`src/rtl/cache_pkg.sv`:
```
// Shared constants and state type for the cache memory-side responder.
package cache_pkg;

    localparam int unsigned BLOCKSZ     = 512;
    localparam int unsigned WIDTH       = 64;
    localparam int unsigned ADDRESSSIZE = 64;
    localparam int unsigned BEATS       = BLOCKSZ / WIDTH;
    localparam int unsigned BEAT_W      = $clog2(BEATS);
    localparam int unsigned LEN_W       = 4;
    localparam int unsigned TIMEOUT     = 1024;
    localparam int unsigned TO_W        = $clog2(TIMEOUT) + 1;

    // Line-aligned (64 B) and beat-aligned (8 B) address masks.
    localparam logic [ADDRESSSIZE-1:0] LINE_MASK = 64'hFFFF_FFFF_FFFF_FFC0;
    localparam logic [ADDRESSSIZE-1:0] WORD_MASK = 64'hFFFF_FFFF_FFFF_FFF8;

    typedef enum logic [2:0] {
        ST_IDLE       = 3'd0,
        ST_RD_ISSUE   = 3'd1,
        ST_RD_COLLECT = 3'd2,
        ST_WR_ISSUE   = 3'd3,
        ST_WR_WAIT    = 3'd4,
        ST_RESPOND    = 3'd5
    } resp_state_e;

endpackage

```
`src/rtl/line_assembler.sv`:
```
// Collects read-burst beats into one cache line.
// Ports: clr (zero line and beat counter), beat_valid/beat_data (incoming beat),
//        line (assembled line), beat_idx (slot of next beat), done (final beat this cycle).
module line_assembler
    import cache_pkg::*;
(
    input  logic               clk,
    input  logic               rst_n,
    input  logic               clr,
    input  logic               beat_valid,
    input  logic [WIDTH-1:0]   beat_data,
    output logic [BLOCKSZ-1:0] line,
    output logic [BEAT_W-1:0]  beat_idx,
    output logic               done
);

    logic [BLOCKSZ-1:0] line_q, line_d;
    logic [BEAT_W-1:0]  beat_q, beat_d;

    // Beat counter wraps after the last slot, so every burst starts at slot 0.
    always_comb begin
        line_d = line_q;
        beat_d = beat_q;
        if (clr) begin
            line_d = '0;
            beat_d = '0;
        end else if (beat_valid) begin
            line_d[WIDTH*beat_q +: WIDTH] = beat_data;
            beat_d = beat_q + BEAT_W'(1);
        end
    end

    always_ff @(posedge clk or negedge rst_n) begin
        if (!rst_n) begin
            line_q <= '0;
            beat_q <= '0;
        end else begin
            line_q <= line_d;
            beat_q <= beat_d;
        end
    end

    assign line     = line_q;
    assign beat_idx = beat_q;
    assign done     = beat_valid && (beat_q == BEAT_W'(BEATS - 1));

endmodule

```
`src/rtl/cache_mem_responder.sv`:
```
// Memory-side responder: turns cache line reads into 8-beat bus bursts and
// forwards writes as single-beat bus writes; pulses mem_data_valid on completion.
// Ports: cache side (mem_*), bus request (bus_req_*, bus_wdata), bus response
//        (bus_resp_*), status (busy, sticky protocol_err).
module cache_mem_responder
    import cache_pkg::*;
(
    input  logic                   clk,
    input  logic                   rst_n,
    input  logic                   mem_req,
    input  logic [ADDRESSSIZE-1:0] mem_address,
    input  logic                   mem_wr_en,
    input  logic [WIDTH-1:0]       mem_data_out,
    output logic [BLOCKSZ-1:0]     mem_data_in,
    output logic                   mem_data_valid,
    output logic                   bus_req_valid,
    input  logic                   bus_req_ready,
    output logic [ADDRESSSIZE-1:0] bus_req_addr,
    output logic                   bus_req_wr,
    output logic [LEN_W-1:0]       bus_req_len,
    output logic [WIDTH-1:0]       bus_wdata,
    input  logic                   bus_resp_valid,
    input  logic [WIDTH-1:0]       bus_resp_data,
    input  logic                   bus_resp_last,
    output logic                   busy,
    output logic                   protocol_err
);

    resp_state_e            state_q, state_d;
    logic [TO_W-1:0]        cnt_q, cnt_d;
    logic                   err_q, err_d;
    logic [ADDRESSSIZE-1:0] addr_q, addr_d;
    logic                   wr_q, wr_d;
    logic [LEN_W-1:0]       len_q, len_d;
    logic [WIDTH-1:0]       wdata_q, wdata_d;
    logic                   req_valid_q, data_valid_q, busy_q;

    logic                   clr;
    logic                   beat_valid;
    logic [BEAT_W-1:0]      beat_idx;
    logic                   done;
    logic                   waiting;
    logic                   progress;

    assign beat_valid = (state_q == ST_RD_COLLECT) && bus_resp_valid;

    line_assembler u_line (
        .clk        (clk),
        .rst_n      (rst_n),
        .clr        (clr),
        .beat_valid (beat_valid),
        .beat_data  (bus_resp_data),
        .line       (mem_data_in),
        .beat_idx   (beat_idx),
        .done       (done)
    );

    // Next-state, request capture, error flagging and timeout.
    always_comb begin
        state_d  = state_q;
        cnt_d    = cnt_q;
        err_d    = err_q;
        addr_d   = addr_q;
        wr_d     = wr_q;
        len_d    = len_q;
        wdata_d  = wdata_q;
        clr      = 1'b0;
        waiting  = 1'b0;
        progress = 1'b0;

        case (state_q)
            ST_IDLE: begin
                if (mem_req) begin
                    wr_d    = mem_wr_en;
                    wdata_d = mem_data_out;
                    if (mem_wr_en) begin
                        addr_d  = mem_address & WORD_MASK;
                        len_d   = '0;
                        state_d = ST_WR_ISSUE;
                    end else begin
                        addr_d  = mem_address & LINE_MASK;
                        len_d   = LEN_W'(BEATS - 1);
                        state_d = ST_RD_ISSUE;
                    end
                end
                if (bus_resp_valid) err_d = 1'b1;
            end
            ST_RD_ISSUE: begin
                waiting  = 1'b1;
                progress = bus_req_ready;
                if (bus_req_ready) state_d = ST_RD_COLLECT;
            end
            ST_RD_COLLECT: begin
                waiting  = 1'b1;
                progress = bus_resp_valid;
                if (beat_valid) begin
                    // Early last is flagged but the burst still runs to 8 beats.
                    if (bus_resp_last && (beat_idx != BEAT_W'(BEATS - 1))) err_d = 1'b1;
                    if (done) begin
                        if (!bus_resp_last) err_d = 1'b1;
                        state_d = ST_RESPOND;
                    end
                end
            end
            ST_WR_ISSUE: begin
                waiting  = 1'b1;
                progress = bus_req_ready;
                if (bus_req_ready) state_d = ST_WR_WAIT;
            end
            ST_WR_WAIT: begin
                waiting  = 1'b1;
                progress = bus_resp_valid;
                if (bus_resp_valid) state_d = ST_RESPOND;
            end
            ST_RESPOND: begin
                state_d = ST_IDLE;
                if (bus_resp_valid) err_d = 1'b1;
            end
            default: state_d = ST_IDLE;
        endcase

        // Requests are never queued: anything outside IDLE is dropped and flagged.
        if (mem_req && (state_q != ST_IDLE)) err_d = 1'b1;

        // Stall counter restarts on every handshake/beat; expiry aborts to RESPOND.
        if (waiting && !progress) begin
            if (cnt_q == TO_W'(TIMEOUT - 1)) begin
                err_d   = 1'b1;
                clr     = 1'b1;
                state_d = ST_RESPOND;
                cnt_d   = '0;
            end else begin
                cnt_d = cnt_q + TO_W'(1);
            end
        end else begin
            cnt_d = '0;
        end
    end

    always_ff @(posedge clk or negedge rst_n) begin
        if (!rst_n) state_q <= ST_IDLE;
        else        state_q <= state_d;
    end

    // Datapath and registered outputs, decoded from the next state.
    always_ff @(posedge clk or negedge rst_n) begin
        if (!rst_n) begin
            cnt_q        <= '0;
            err_q        <= 1'b0;
            addr_q       <= '0;
            wr_q         <= 1'b0;
            len_q        <= '0;
            wdata_q      <= '0;
            req_valid_q  <= 1'b0;
            data_valid_q <= 1'b0;
            busy_q       <= 1'b0;
        end else begin
            cnt_q        <= cnt_d;
            err_q        <= err_d;
            addr_q       <= addr_d;
            wr_q         <= wr_d;
            len_q        <= len_d;
            wdata_q      <= wdata_d;
            req_valid_q  <= (state_d == ST_RD_ISSUE) || (state_d == ST_WR_ISSUE);
            data_valid_q <= (state_d == ST_RESPOND);
            busy_q       <= (state_d != ST_IDLE);
        end
    end

    assign mem_data_valid = data_valid_q;
    assign bus_req_valid  = req_valid_q;
    assign bus_req_addr   = addr_q;
    assign bus_req_wr     = wr_q;
    assign bus_req_len    = len_q;
    assign bus_wdata      = wdata_q;
    assign busy           = busy_q;
    assign protocol_err   = err_q;

endmodule

```
`config.mk`:
```
export PLATFORM = sky130hd
export DESIGN_NAME = cache_mem_responder
export DESIGN_NICKNAME = d
export VERILOG_FILES = /design/src/rtl/cache_pkg.sv /design/src/rtl/line_assembler.sv /design/src/rtl/cache_mem_responder.sv
export SDC_FILE = /design/constraint.sdc
export NUM_CORES = 1
export LEC_CHECK = 0
export BUFFER_PORTS_ARGS = -buffer_cell sky130_fd_sc_hd__buf_2
export CORE_AREA = 2 2 333 335
export CTS_CLUSTER_DIAMETER = 60
export DETAILED_ROUTE_END_ITERATION = 10
export DIE_AREA = 0 0 335 337
export HOLD_SLACK_MARGIN = 0.06
export SYNTH_ARGS = -nofsm -noshare
export SYNTH_HDL_FRONTEND = slang
export SYNTH_SLANG_ARGS = --single-unit
```
`constraint.sdc`:
```
create_clock -name clk -period 5.5 [get_ports clk]
set_input_delay 0.825 -clock clk [delete_from_list [all_inputs] [get_ports clk]]
set_output_delay 0.825 -clock clk [all_outputs]
set_load 0.02 [all_outputs]
```
Word level (Yosys, flattened, before mapping)
Cells that the tools add are included.
Word-level totals
  bits in registers: 666
  bits in latches: 0
  RAM bits: 0
  memory bits (read-only): 0
  bits of input ports: 199
  output and inout bits: 649
  word-level logic and storage cells: 76
  memories: 0
Operators by class
  add/sub/neg operators: 3
  $mul: 0
  divide/modulo/power cells: 0
  $lt $le $gt $ge: 0
  equal/unequal tests: 11
  shifts and indexed selects: 2
  multiplexer cells: 32
  bitwise logic cells: 0
  reductions and logical operators: 16
Operators with widths (count)
  $mux 512: 2
  $bwmux 512: 1
  $shift 64x34->512 const A: 1
  $shiftx 64x34->512: 1
  $neg 9->34: 1
  $mux 3: 11
  $mux 11: 2
  $pmux 3 s5: 1
  $eq 3x3->1 const B: 4
  $add 11x1->11 const B: 1
  $eq 11x10->1 const B: 1
  $mux 1: 11
  $eq 3x2->1 const B: 3
  $eq 3x1->1 const B: 2
  $mux 6: 1
  $reduce_bool 3->1: 2
  $reduce_or 2->1: 3
  $logic_and 1x1->1: 5
  $pmux 1 s2: 2
  $reduce_or 4->1: 1
  $add 3x1->3 const B: 1
  $logic_not 3->1: 1
  $ne 3x3->1 const B: 1
  $mux 2: 1
  other kinds (4): 4

Depth between registers and ports, before layout
Gate-level depths: netlist (run 1).
  depth after elaboration: 10
  gate-level depth with buffers: 12

Hierarchy
Synthesis (run 1) repeated with hierarchy kept, for this count alone.
Unflattened totals
  cells, all modules: 2700
  area total of the unflattened synthesis: 29376.9 um^2
Modules (own cells, without submodules)
  line_assembler: times used 1, cells an instance 2061, area each 23655.2 um^2
  cache_mem_responder: times used 1, cells an instance 639, area each 5721.7 um^2

Worst setup path after synthesis (run 1)
OpenSTA, ideal clock, no wires.
  path type: register to register
  from: reg u_line.beat_q[0] (netlist: u_line.beat_idx[0])
  to: reg u_line.line_q[428] (netlist: u_line.line[428])
  library setup time: 0.077 ns
  data arrival time: 2.791 ns
  setup slack: 2.632 ns
  stages on the path, launching flop included: 13
  buffers on the path: 6
  cells stage by stage: dfrtp_1 -> clkbuf_1 -> clkbuf_1 -> inv_1 -> ha_1 -> ha_1 -> buf_1 -> nor4b_1 -> buf_2 -> buf_2 -> buf_2 -> nand3_1 -> a21oi_1
Between the ends
  word-level cells in the longest chain between the ends: 5
Ends and longest elaborated chain
  from (decl): RTL line line_assembler.sv:18  | logic [BEAT_W-1:0] beat_q, beat_d;
  from (signal assigned): RTL line line_assembler.sv:39  | beat_q <= beat_d;
  $neg 9->34 (*): RTL line line_assembler.sv:28  | line_d[WIDTH*beat_q +: WIDTH] = beat_data;
  $shiftx 64x34->512 / $shift 64x34->512 (equally long branches): RTL line line_assembler.sv:28
  $bwmux 512 (*): RTL line line_assembler.sv:28
  $mux 512 (*): RTL line line_assembler.sv:27  | end else if (beat_valid) begin
  $mux 512 (*): RTL line line_assembler.sv:24  | if (clr) begin
  to (signal assigned): RTL line line_assembler.sv:38  | line_q <= line_d;
  to (decl): RTL line line_assembler.sv:17  | logic [BLOCKSZ-1:0] line_q, line_d;
Every way passes the cells marked *; elsewhere a longest branch is shown, timed or not. The select of a mux whose other input is x is not followed.
A chain may end at the register's enable or synchronous reset.

Worst setup path after layout (run 1)
  from: reg u_line.beat_q[1] (netlist: u_line.beat_idx[1])
  to: reg u_line.line_q[39] (netlist: u_line.line[39])
The elaborated chain is that of the path after synthesis.

==> impl_metrics.json, run 1 <==
{
  "status": "completed",
  "tritoncts": "done",
  "routabilityCongestion": 0.8037,
  "layout_common_cells": "buf_2 (839), dfrtp_1 (659), nand2_1 (525)",
  "met2_usage_pct": 28.83,
  "worstHoldPathType": "input pin to async pin",
  "cp-end-kind": "flop",
  "grtUsageMet3_pct": 5.038,
  "synth_mux_area_share_pct": 9.400,
  "grt_util_all_layers_pct": 17.89,
  "cp_cell_sequence": "inv_1 > ha_4 > nor2_1 > nand4_1 > buf_4 > mux2i_1 > nor2_1",
  "grt_antenna_before_repair": 16,
  "route.vias.total": 23110,
  "worstSetupPathType": "flop to flop",
  "synthAdderAreaFrac_pct": 0.3164,
  "worst_path_largest_cell_delay_ns": 0.90,
  "post_drt_wl_per_cell_um": 21.06,
  "multi_input_area_um2": 10050,
  "crit_path_frequent_cell": "nor2_1",
  "clockBufferDepth": 3,
  "worst_slew_pin_slew_ns": 1.101,
  "clock_latency_ns": 0.65,
  "regArea_um2": 16520,
  "post_cts_buffers": 0,
  "yosysWarnings": 0,
  "vias_per_cell": 4.647,
  "finalHoldViolCount": 0,
  "syn_avg_cell_area_um2": 10.19,
  "drt_pass1_iterations": 5,
  "whs_ns": 0.2442,
  "slew_violations": 0,
  "grt-busiest-layer": "met2",
  "io_buffer_count": 840,
  "dp.cells": 4817,
  "dpl.hpwl_um": 69540,
  "rows": 122,
  "timing.slew.headroom_pct": 26.58,
  "totalWireLength_um": 104700,
  "period_needed_ns": 3.155,
  "dieArea_um2": 112900,
  "syn_inst": 2718,
  "peakVddDrop_uv": 358.2,
  "p_leak_uw": 0.01945,
  "worstPathRequired_ns": 5.99,
  "first_iter_violations": 1591,
  "final_cells": 4974,
  "ff2ff_path_depth": 7,
  "crit_fanout": 67,
  "setup_tns_ns": 0,
  "setup_viol": 0,
  "synth_top_family_by_area": "simple AND/OR/NAND/NOR gates",
  "cts_buffers": 80,
  "die_x_um": 335,
  "io_pins": 848,
  "cts-root-buf": "clkbuf_16",
  "synth_compound_area_share_pct": 4.962,
  "drive_gt1_share_pct": 29.36,
  "coreArea_um2": 109600,
  "ys_ff_latch": 660,
  "cp.arrival_ns": 3.65,
  "path_clk_slew_ns": 0.06,
  "grtUsageMet1_pct": 22.26,
  "start_kind": "flop",
  "remaining_drc_errors": 0,
  "period_share_pct": 57.36,
  "fin_util_pct": 32.71,
  "fillers": 11380,
  "cts_htree_levels": 3,
  "fin_skew_ns": 0.04493,
  "synth_cell_types": 44,
  "die_h_um": 337,
  "cts_hold_buffers": 0,
  "ant_nets": 0,
  "overflow": 0,
  "grt_pass1_vias": 22610,
  "fmax_mhz": 317.0,
  "cap_viol_max_count": 0,
  "synthXorXnorAreaFrac_pct": 0.3480,
  "syn_area_um2": 27690,
  "p_per_area_nw_per_um2": 613.4,
  "pre_cts_ws_ns": 2.281,
  "final_common_cell": "buf_2",
  "grt_max_degree": 175,
  "cts-resized-gates": 0,
  "synthSimpleGateAreaFrac_pct": 20.95,
  "cts_sinks": 660,
  "finalWorstSetupSlack_ns": 2.345,
  "rsz0062_at_grt": "no",
  "area_delta_synth_final_pct": 29.48,
  "grt_pass1_wl_um": 152000,
  "cp_slowest_cell": "ha_4",
  "final_nets": 3679,
  "initial_core_util_pct": 25.26,
  "seq_area_frac_synth_pct": 59.66
}
## synthesized netlist by cell type (all sizes together)
| cell type | number | area share, % |
|---|---|---|
| a211o | 1 | 0.032 |
| a211oi | 2 | 0.054 |
| a21boi | 1 | 0.027 |
| a21oi | 258 | 4.7 |
| a311oi | 1 | 0.032 |
| a31o | 1 | 0.032 |
| and3 | 60 | 1.4 |
| and3b | 5 | 0.16 |
| and4 | 1 | 0.032 |
| and4b | 1 | 0.036 |
| buf | 130 | 3.0 |
| clkbuf | 91 | 1.2 |
| conb | 1 | 0.014 |
| dfrtp | 660 | 60 |
| ha | 7 | 0.32 |
| inv | 7 | 0.095 |
| mux2i | 260 | 9.4 |
| nand2 | 525 | 7.1 |
| nand2b | 127 | 2.9 |
| nand3 | 255 | 4.6 |
| nand4 | 5 | 0.11 |
| nand4b | 1 | 0.032 |
| nand4bb | 1 | 0.041 |
| nor2 | 274 | 3.7 |
| nor2b | 1 | 0.023 |
| nor3 | 10 | 0.34 |
| nor3b | 6 | 0.16 |
| nor4 | 1 | 0.023 |
| nor4b | 3 | 0.17 |
| nor4bb | 1 | 0.036 |
| o21ai | 3 | 0.054 |
| o22a | 1 | 0.032 |
| o32a | 1 | 0.036 |
| or2 | 1 | 0.023 |
| or3 | 4 | 0.090 |
| xnor2 | 6 | 0.19 |
| xor2 | 5 | 0.16 |
## per-layer routing
layer | part of all wire (%) | wire length (um)
met5 | 0.012 | 13
met2 | 47 | 49300
met3 | 8.4 | 8839
met1 | 41 | 42710
met4 | 3.7 | 3877
## registers in the layout (all words and copies together), names as in the netlist, 3 cells and up
signal           cells
u_line.line        512
bus_wdata           64
bus_req_addr        61
cnt_q               11
state_q              3
u_line.beat_idx      3
## worst max-delay path, delay by kind of cell, from the launching register on
family,cells,cell delay (ns)
fa+ha+maj,1,0.90
buf+inv,2,0.92
flops,1,0.47
mux,1,0.27
simple gates,3,0.31
## worst paths after layout
check                                    from               end  slack (ns)
max                        u_line.beat_idx[1]   u_line.line[39]        2.34
min reg2reg                      bus_wdata[2]      bus_wdata[2]        0.46
min                                     rst_n  u_line.line[286]        0.24
max in group asynchronous               rst_n  u_line.line[372]        3.70
min in group clk             mem_data_out[59]     bus_wdata[59]        0.35
max reg2reg                u_line.beat_idx[1]   u_line.line[39]        2.34
## kinds of logic after synthesis
logic type      after synthesis
compound gates              269
buf+inv                     228
flops                       660
other cells                   1
xor+xnor                     11
fa+ha+maj                     7
mux                         260
simple gates               1282
## through the flow
stage | power, uW | cell area, um2
floorplan | 12950 | 27700
global placement | 16610 | 33100
detailed placement | 16720 | 33100
CTS | 22260 | 35810
global route | 23280 | 35830
finish | 21990 | 35850
## report_power, final
part           internal [uW]  total [uW]  switching [uW]
logic                   2700        8810            6110
registers               6730        7760            1030
clock network           3200        5420            2220
## area by class of cell
cell class	instances	area share [%]
clock buffer	107	6.290
multi-input combinational	1833	28.03
inverter	7	0.07330
tap	1426	4.977
clock inverter	34	1.260
antenna	16	0.1117
timing repair buffer	891	13.17
sequential	660	46.09
(Power assumes the default switching activity.)
==> run 2, diff against run 1 <==
--- a/config.mk
+++ b/config.mk
@@ -6,10 +6,10 @@
 export NUM_CORES = 1
 export LEC_CHECK = 0
 export BUFFER_PORTS_ARGS = -buffer_cell sky130_fd_sc_hd__buf_2
-export CORE_AREA = 2 2 333 335
+export CORE_AREA = 2 2 332 334
 export CTS_CLUSTER_DIAMETER = 60
 export DETAILED_ROUTE_END_ITERATION = 10
-export DIE_AREA = 0 0 335 337
+export DIE_AREA = 0 0 334 336
 export HOLD_SLACK_MARGIN = 0.06
 export SYNTH_ARGS = -nofsm -noshare
 export SYNTH_HDL_FRONTEND = slang
==> constraint.sdc (replaced) <==
create_clock -name clk -period 3.1 [get_ports clk]
set_input_delay 0.465 -clock clk [delete_from_list [all_inputs] [get_ports clk]]
set_output_delay 0.465 -clock clk [all_outputs]
set_load 0.02 [all_outputs]
==> run 2 against run 1 <==
Global-route usage grew 0.64 points. Hold slack lost 0.11 ns. Cell area is 5.4% higher. Maximum frequency is 20% higher. Count of clock-buffer cells in the layout grew 1. Core utilization increased by 2.2 points. Sequential cell count unchanged. Critical path type unchanged. Sequential power up 79%. Via count grew 3.0%. Die area decreased by 0.59%. Setup slack got worse by 1.9 ns.
==> impl_metrics.json, run 2 (synthesis results as in run 1) <==
{
  "grt_util_all_layers_pct": 18.53,
  "fmax_mhz": 378.9,
  "first_iter_violations": 1512,
  "rows": 121,
  "cp.arrival_ns": 3.14,
  "post_drt_wl_per_cell_um": 20.94,
  "coreArea_um2": 108400,
  "initial_core_util_pct": 25.54,
  "post_cts_buffers": 0,
  "cp-end-kind": "flop",
  "status": "completed",
  "setup_viol": 0,
  "grt_antenna_before_repair": 11,
  "die_x_um": 334,
  "clock_latency_ns": 0.65,
  "tritoncts": "done",
  "cp_slowest_cell": "ha_1",
  "grt_pass1_vias": 23950,
  "cts_htree_levels": 3,
  "crit_path_frequent_cell": "buf_12",
  "vias_per_cell": 4.650,
  "rsz0062_at_grt": "no",
  "cts_hold_buffers": 125,
  "worstHoldPathType": "input pin to flop",
  "cts-resized-gates": 0,
  "cts_sinks": 660,
  "drt_pass1_iterations": 5,
  "highest_layer": "met4",
  "largest_reg_flops": 512,
  "slew_violations": 0,
  "worst_slew_pin_slew_ns": 1.170,
  "pre_cts_ws_ns": 0.3990,
  "final_common_cell": "buf_2",
  "fin_skew_ns": 0.03986,
  "worstPathRequired_ns": 3.60,
  "route.vias.total": 23810,
  "io_pins": 848,
  "dieArea_um2": 112200,
  "overflow": 0,
  "cp_cell_sequence": "inv_1 > ha_4 > ha_1 > nand2_1 > nor3_2 > buf_12 > buf_12 > mux2i_1 > nor2_1",
  "final_nets": 3835,
  "die_h_um": 336,
  "fin_util_pct": 34.86,
  "cts-root-buf": "clkbuf_16",
  "period_needed_ns": 2.640,
  "finalWorstSetupSlack_ns": 0.4605,
  "io_buffer_count": 840,
  "layout_common_cells": "buf_2 (839), dfrtp_1 (659), nand2_1 (525)",
  "p_per_area_nw_per_um2": 1054,
  "drive_gt1_share_pct": 29.25,
  "finalHoldViolCount": 0,
  "cap_viol_max_count": 0,
  "crit_family": "adder cells",
  "timing.slew.headroom_pct": 22.03,
  "worstSetupPathType": "flop to flop",
  "ant_nets": 0,
  "grt_pass1_wl_um": 157400,
  "clockBufferDepth": 3,
  "remaining_drc_errors": 0,
  "worst_path_largest_cell_delay_ns": 0.49,
  "start_kind": "flop",
  "routabilityCongestion": 0.8174,
  "peakVddDrop_uv": 755.2,
  "setup_tns_ns": 0,
  "period_share_pct": 85.15,
  "cts_buffers": 80,
  "critPathBufInv": 3,
  "grt_max_degree": 129,
  "met1_length_um": 43380,
  "dpl.hpwl_um": 72870,
  "p_leak_uw": 0.02032,
  "wl_met2_um": 51160,
  "path_clk_slew_ns": 0.06,
  "wl_met3_um": 8590,
  "totalWireLength_um": 107200,
  "area_delta_synth_final_pct": 36.49,
  "crit_fanout": 16
}
-- run 2: worst paths after layout --
kind	from	end	slack, ns	cells past startpoint
max	u_line.beat_idx[1]	u_line.line[91]	0.46	9
min	bus_resp_data[43]	u_line.line[491]	0.14	3
max reg2reg	u_line.beat_idx[1]	u_line.line[91]	0.46	9
min reg2reg	bus_req_addr[4]	bus_req_addr[4]	0.46	2
max in group asynchronous	rst_n	bus_wdata[28]	1.78	3
min in group asynchronous	rst_n	u_line.line[210]	0.39	2
-- run 2: metal layers --
metal	GRT usage, %	vias to the layer above
met5	0	-
met2	30.83	1022
met1	22.64	11760
met3	5.029	180
met4	7.782	0
li1	-	10850
-- run 2: layout make-up --
type                    instances  area, um2
multi-input cells            1833      10050
clock inverters                41      536.8
diodes                         11      27.53
flip-flops and latches        660      16520
repair buffers               1047       6544
inverters                       7      26.28
well taps                    1414       1769
clock buffers                 108       2318
fillers                     10970      70610
-- run 2: where the power goes --
group          internal [uW]  switching (uW)  total, uW
sequential             11900            1920      13900
combinational           5020           11000      16000
clock                   6070            3940      10000
-- run 2: per-stage QoR --
stage               std cells  hold slack (ns)  area (um2)  total power (uW)
global placement         4836           0.4493       33650             29600
floorplan                2721           0.1694       27700             22970
CTS                      5110          0.06647       37760             40170
finish                   5121           0.1388       37790             39850
global route             5118           0.1060       37780             42050
detailed placement       4836           0.4495       33650             29840
-- run 2: worst register-to-register path, cell delays in order, from the launching register on --
cell	delay, ns
dfrtp_1	0.45
inv_1	0.13
ha_4	0.17
ha_1	0.49
nand2_1	0.11
nor3_2	0.39
buf_12	0.27
buf_12	0.23
mux2i_1	0.24
nor2_1	0.05
